<file path="src/rtl/exp_handler_imem.sv">
// exp_handler_imem: writable trap-handler instruction store with per-cause vector table, reset sweep and loader port
module exp_handler_imem #(
    parameter logic [31:0] BASE_ADDR = 32'h1c09_0000,
    parameter int          DEPTH     = 64,
    parameter int          NUM_VEC   = 8,
    parameter logic [31:0] INIT_WORD = 32'h0000_0013
) (
    input  logic                       clk,
    input  logic                       rst_n,
    input  logic                       fetch_req,
    input  logic [31:0]                fetch_addr,
    input  logic                       fetch_stall,
    output logic                       fetch_ready,
    output logic                       fetch_valid,
    output logic [31:0]                fetch_data,
    output logic                       fetch_hit,
    output logic                       fetch_misalign,
    input  logic                       cause_req,
    input  logic [$clog2(NUM_VEC)-1:0] cause,
    output logic                       vec_valid,
    output logic [31:0]                vec_target,
    input  logic                       prog_en,
    input  logic                       prog_we,
    input  logic                       prog_vec_we,
    input  logic [$clog2(DEPTH)-1:0]   prog_addr,
    input  logic [31:0]                prog_wdata,
    output logic                       init_done
);
    localparam int AW = $clog2(DEPTH);
    localparam int CW = $clog2(NUM_VEC);

    typedef enum logic [1:0] {INIT, READY, PROG} state_t;

    state_t      state;
    logic [AW-1:0] ptr;
    logic [31:0] mem [DEPTH];
    logic [31:0] vec [NUM_VEC];
    logic [31:0] off;
    logic        in_win, aligned, accept, hit, lookup;

    // Lower bound checked first so the offset compare can never see a wrapped value
    assign off         = fetch_addr - BASE_ADDR;
    assign in_win      = fetch_addr >= BASE_ADDR && off < 32'(4 * DEPTH);
    assign aligned     = fetch_addr[1:0] == 2'b00;
    assign accept      = state == READY && fetch_req && !fetch_stall;
    assign hit         = accept && in_win && aligned;
    assign lookup      = cause_req && state != INIT;
    assign fetch_ready = state == READY;

    always_ff @(posedge clk) begin
        if (state == INIT)
            mem[ptr] <= INIT_WORD;
        else if (state == PROG && prog_we)
            mem[prog_addr] <= prog_wdata;
    end

    always_ff @(posedge clk or negedge rst_n) begin
        if (!rst_n) begin
            state          <= INIT;
            ptr            <= '0;
            init_done      <= 1'b0;
            fetch_valid    <= 1'b0;
            fetch_data     <= '0;
            fetch_hit      <= 1'b0;
            fetch_misalign <= 1'b0;
            vec_valid      <= 1'b0;
            vec_target     <= '0;
            for (int k = 0; k < NUM_VEC; k++)
                vec[k] <= BASE_ADDR + 32'(4 * k);
        end else begin
            case (state)
                INIT: begin
                    ptr <= ptr + AW'(1);
                    if (ptr == AW'(DEPTH - 1)) begin
                        state     <= READY;
                        init_done <= 1'b1;
                    end
                end
                READY:   state <= prog_en ? PROG : READY;
                PROG:    state <= prog_en ? PROG : READY;
                default: state <= INIT;
            endcase
            if (state == PROG && prog_vec_we)
                vec[CW'(prog_addr)] <= prog_wdata;
            if (!fetch_stall) begin
                fetch_valid    <= accept;
                fetch_data     <= hit ? mem[off[AW+1:2]] : '0;
                fetch_hit      <= hit;
                fetch_misalign <= accept && !aligned;
            end
            vec_valid  <= lookup;
            vec_target <= lookup ? vec[cause] : '0;
        end
    end
endmodule

</file>
<file path="config.mk">
export PLATFORM = sky130hd
export DESIGN_NAME = exp_handler_imem
export DESIGN_NICKNAME = d
export VERILOG_FILES = /design/src/rtl/exp_handler_imem.sv
export SDC_FILE = /design/constraint.sdc
export NUM_CORES = 2
export LEC_CHECK = 0
export BUFFER_PORTS_ARGS = -buffer_cell sky130_fd_sc_hd__clkbuf_2
export CAP_MARGIN = 15
export CORE_AREA = 2 2 435 437
export CTS_BUF_LIST = sky130_fd_sc_hd__clkbuf_8 sky130_fd_sc_hd__clkbuf_16
export DETAILED_ROUTE_END_ITERATION = 12
export DIE_AREA = 0 0 437 439
export PLACE_DENSITY = 0.68
export SLEW_MARGIN = 20
export SYNTH_ARGS = -nofsm -noshare
export SYNTH_HDL_FRONTEND = slang
export SYNTH_SLANG_ARGS = --single-unit
</file>
<file path="constraint.sdc">
create_clock -name clk -period 3.6 [get_ports clk]
set_input_delay 0.36 -clock clk [delete_from_list [all_inputs] [get_ports clk]]
set_output_delay 0.36 -clock clk [all_outputs]
set_load 0.05 [all_outputs]
</file>
## Yosys cells after proc, flatten, opt, wreduce, memory -nomap -nowiden

Memories as Yosys holds them, arrays and structs flattened.
Cells that the tools add are included.

| operators by class | value |
|---|---|
| order comparisons | 5 |
| reductions and logical operators | 18 |
| bitwise logic cells | 2 |
| equal/unequal tests | 4 |
| mux-type cells | 19 |
| $add $sub $neg | 2 |

Operators with widths:

| operator | count |
|---|---|
| bitwise mux 256 bit | 1 |
| 2-to-1 mux 32 bit | 6 |
| binary-select mux 32 bit (select 3 bit) | 1 |
| demux 32 bit (select 3 bit) | 1 |
| greater-or-equal comparator 32 x 29 -> 1 bit, second input constant | 1 |
| less-than comparator 32 x 9 -> 1 bit, second input constant | 1 |
| OR reduction 32 bit | 1 |
| subtractor 32 x 29 -> 32 bit, second input constant | 1 |
| logical AND 1 bit | 10 |
| greater-or-equal comparator 4 bit, second input constant | 2 |
| inverter 3 -> 4 bit | 2 |
| adder 6 x 1 -> 6 bit, second input constant | 1 |
| == test 6 bit, second input constant | 1 |
| 2-to-1 mux 1 bit | 6 |
| 2-to-1 mux 6 bit | 1 |
| zero test 2 bit | 2 |
| less-than comparator 4 x 1 -> 1 bit, second input constant | 1 |
| 2-to-1 mux 2 bit | 2 |
| one-hot mux 2 bit (2 select lines) | 1 |
| == test 2 x 1 -> 1 bit, second input constant | 1 |
| == test 2 bit, second input constant | 1 |
| zero test 1 bit | 2 |
| inequality test 2 x 1 -> 1 bit, second input constant | 1 |
| AND reduction 2 bit | 1 |
| 2 further kinds | 2 |

| word-level totals | value |
|---|---|
| register bits after elaboration | 333 |
| output and inout bits | 70 |
| memories kept | 1 |
| word-level logic and storage cells | 68 |
| memory bits (writable) | 2048 |
| input bits | 81 |

Memory list:

| memory | words | bits a word | rd ports | clocked after Yosys merged registers in | wr ports | RTL line | RTL |
|---|---|---|---|---|---|---|---|
| mem | 64 | 32 | 1 | 0 | 1 | 36 | `logic [31:0] mem [DEPTH];` |

## Longest topological paths before layout

| depth | value |
|---|---|
| depth in word-level cells | 7 |
| gate-level depth with buffers | 11 |
| depth with buffers taken out | 8 |

## Worst setup path before layout

No wires, ideal clock.

| timing | value |
|---|---|
| kind | register to register |
| start | register state[0] |
| end | memory mem[50][0], enable pin |
| setup slack | 3 ps |
| data arrival time | 3176 ps |
| setup time | 421 ps |
| clock period less this slack | 3597 ps |
| required time | 3179 ps |
| stages on the path, launching flop included | 11 |
| cells stage by stage | dfrtp_1 inv_1 ha_1 inv_1 and3_1 clkbuf_1 clkbuf_1 nand4b_1 o21ai_0 nand3_1 nor2_1 |

| between the ends | value |
|---|---|
| longest elaborated chain between the ends | 7 |
| elaborated cells between the ends (all ways) | 11 |
| those cells by class | eq/ne: 1; mux: 7; reduce/logical: 3 |

RTL lines:

| what | RTL line | RTL |
|---|---|---|
| from (decl) | 34 | `state_t state;` |
| from (signal assigned) | 79 | `READY: state <= prog_en ? PROG : READY;` |
| from (signal assigned) | 80 | `PROG: state <= prog_en ? PROG : READY;` |
| == test 2 bit | 53 | `else if (state == PROG && prog_we)` |
| logical AND 1 bit | 53 |  |
| 2-to-1 mux 1 bit | 53 |  |
| 2-to-1 mux 1 bit | 51 | `if (state == INIT)` |
| 2-to-1 mux 1 bit (not written as such) | 54 | `mem[prog_addr] <= prog_wdata;` |
| OR reduction 32 bit (no line) | -- |  |
| 2-to-1 mux 6 bit (no line) / 2-to-1 mux 1 bit (equally long branches) | -- |  |
| to (decl) | 36 |  |

Parallel ways exist; a longest one is shown, timed or not.

## Final worst setup path

| timing | value |
|---|---|
| start | register state[1] |
| end | register fetch_data[22] |

| between the ends | value |
|---|---|
| longest elaborated chain between the ends | 6 |

RTL lines:

| what | RTL line | RTL |
|---|---|---|
| == test 2 x 1 -> 1 bit | 45 | `assign accept = state == READY && fetch_req && !fetch_stall;` |
| logical AND 1 bit (2 in a row) | 45 |  |
| logical AND 1 bit (2 in a row) | 46 | `assign hit = accept && in_win && aligned;` |
| 2-to-1 mux 32 bit | 87 | `fetch_data <= hit ? mem[off[AW+1:2]] : '0;` |
| to (signal assigned) | 87 |  |
| to (decl) | 15 | `output logic [31:0] fetch_data,` |

No other way between the ends.
A chain may end at the register's enable or synchronous reset.

==> results.py <==
metrics = {
    "floorplan": {
        "fp.dieW_um": 437,
        "dieHeight_um": 439,
        "coreArea_um2": 187000,
        "die_area_um2": 192000,
        "io_pins": 151,
        "rows": 159,
        "initial_core_util_pct": 49.7,
    },
    "timing": {
        "hold_viol": 0,
        "fmax_mhz": 299,
        "fin_crit_sh_pct": 92.9,
        "hold_slack_ps": 178,
        "fin_crit_ps": 3350,
        "finalSetupTns_ps": 0,
        "drv_slew": 0,
        "fin_skew_ps": 30.5,
        "worst_slew_pin_slew_ps": 1070,
        "grt_setup_unrepaired": "no",
        "setup_viol": 0,
        "max_slew_margin_pct": 28.2,
    },
    "clock_tree": {
        "cts_buffer_depth": 3,
        "htreeDepth": 4,
        "worstSkewPairLatency_ps": 870,
        "cts_setup_buffers": 0,
        "clockRootBuffer": "clkbuf_16",
        "clkTransAtPathRegs_ps": 60,
        "cts_inserted_buffers": 230,
        "clock_sinks": 2381,
        "cts_tree": "built",
    },
    "drt": {
        "drt-pass1-iter-count": 6,
        "drtIter0Drc": 5805,
        "ant_nets": 0,
        "wl_per_cell_um": 31.2,
        "via_per_inst": 6.22,
        "routed_wl_mm": 237,
        "vias": 47100,
        "drc": 0,
    },
    "yosys": {
        "ys_async_sr_fraction_pct": 14.0,
        "yosys_most_used_dff": "edfxtp_1",
        "yosys.area.top_type": "edfxtp_1",
        "syn_avg_cell_area_um2": 21.1,
        "ys_seq_elements": 2381,
        "synth_warnings": 0,
        "yosysUniqueCellTypes": 65,
        "synth_edf_count": 2048,
        "yosysTopAreaCellShare_pct": 66.1,
        "synth_common_cells": "edfxtp_1 (2,048), mux4_2 (546), dfrtp_1 (281)",
        "netlist_area_um2": 93000,
        "synth.area.top_cells": "edfxtp_1 (66%), mux4_2 (13%), dfrtp_1 (7.6%)",
        "ys_seq_area_share_pct": 75.1,
        "synth.most_common_cell": "edfxtp_1",
        "syn_inst": 4400,
        "synth_nets": 4486,
    },
    "setup_path": {
        "start_kind": "register",
        "critPathSlowestCell": "nor2_1",
        "critPathBufInv": 3,
        "cp_max_fo": 11,
        "critPathArrivalTime_ps": 4140,
        "slowest_delay_ps": 770,
        "path_cells": "inv_1 > ha_1 > buf_4 > nor4bb_1 > nand4_1 > or3_1 > buf_4 > nor2_1 > a32oi_1 > nand4_1",
        "worstSetupPathType": "register to register",
        "crit_family": "simple AND/OR/NAND/NOR gates",
        "worstSetupEndpointType": "register",
        "cp.required_ps": 4390,
    },
    "grt": {
        "grt_antenna_before_repair": 12,
        "grt_pass1_wl_mm": 344,
        "grt_pass1_vias": 48000,
        "grt_overflow": 0,
        "grtUsageTotal_pct": 24.8,
        "grt_max_degree": 111,
    },
    "power_and_ir_drop": {
        "power.leakage_nw": 31.7,
        "p_per_area_nw_per_um2": 511,
        "ir_drop_mv": 0.413,
    },
    "min_path": {
        "min_path_type": "input port to async pin",
    },
    "cells_and_area": {
        "syn_to_final_growth_pct": 15.2,
        "final_layout_size_suffix_gt1_share_pct": 34.4,
        "layout.nets": 4960,
    },
    "placement": {
        "io_buffer_count": 150,
        "place.gp.congestion": 0.858,
        "hpwl_mm": 141,
    },
    "run_status": {
        "outcome": "complete, no violations",
    },
    "flow_run": {
        "max_cap_viol_count": 0,
    },
}
state kept, by name, indices dropped and copies added (netlist names):
signal	cells
vec	256
vec_target	32
mem	2048
vec_valid	1
fetch_hit	1
fetch_data	32
init_done	1
ptr	6
fetch_misalign	1
fetch_valid	1
state	2
metrics by stage:
stage	area [um^2]	total power, mW	worst slack (ps)	cells	utilization (%)
final	107000	54.7	255	7579	57.3
after detailed placement	99300	31.7	99.2	7098	53.1
after global placement	99300	31.7	-755	7097	53.1
after global routing	107000	56.2	66.3	7576	57.3
after CTS	107000	55.0	152	7574	57.3
after floorplan	93000	31.0	2.55	4400	-
what timing repair did:
item / 4_1_cts / 5_1_grt
endpoints found under the setup margin: 1 / 93
cloned: 0 / 0
hold buffers: 39 / 0
endpoints found under the hold margin: 362 / 0
resized for setup: 1 / 1
area by class of cell:
type | instances | area, um^2
well taps | 2495 | 3120
fillers | 13700 | 79900
multi-input cells | 1765 | 22300
inverters | 8 | 30.0
clock buffers | 246 | 6030
diodes | 5 | 12.5
clock inverters | 191 | 1430
flip-flops and latches | 2381 | 69900
repair buffers | 488 | 4290
layout by cell type, fill, tap and decap left out, drive strengths merged, types with 6 or more instances in the layout:
cell            n
a211oi         26
a21oi          25
a221oi          9
a22o            6
a22oi          53
a31oi           7
a32oi          14
and2           33
buf           307
bufinv         16
clkbuf        388
clkinv        108
clkinvlp       12
dfrtp         281
dfstp          52
dlygate4sd3    39
edfxtp       2048
inv            63
mux2          303
mux2i         180
mux4          547
nand2         109
nand2b         15
nand3          26
nand4          19
nor2          146
nor2b          24
nor3           26
nor4            6
o2111ai         6
o21ai          36
o221ai          7
o22ai          65
o31ai           8
or3             9
cell families after synthesis:
kind of cell / synth area share (%)
AOI/OAI and AO/OA: 2.15
xor gates and xnor gates: 0.0565
adders and majority gates: 0.0672
buffers and inverters: 1.52
DFF: 75.1
muxes: 18.9
and+or+nand+nor: 2.22
power by group:
part | leakage (nW) | total (mW) | internal, mW | switching [mW]
clock | 3.84 | 23.6 | 13.2 | 10.4
combinational | 9.16 | 1.55 | 0.574 | 0.980
sequential | 18.7 | 29.6 | 29.6 | 0
total | 31.7 | 54.7 | 43.4 | 11.4
metal layers:
metal	up-vias	GRT usage, %	part of all wire (%)
li1	19200	-	-
met1	25300	35.1	40
met2	2303	39.8	48
met3	375	4.91	9.2
met4	8	6.91	2.7
met5	-	0	0.019
final timing paths:
kind / start / to / slack [ps] / cells after the start
min in group clk: fetch_stall / fetch_data[18] / 180 / 4
worst max-delay path: state[1] / fetch_data[22] / 250 / 10
worst min-delay path: rst_n / vec[46] / 180 / 2
max in group asynchronous: rst_n / vec[100] / 2410 / 3
worst max register to register: state[1] / fetch_data[22] / 250 / 10
worst min register to register: init_done / init_done / 480 / 1
(Power assumes the default switching activity.)
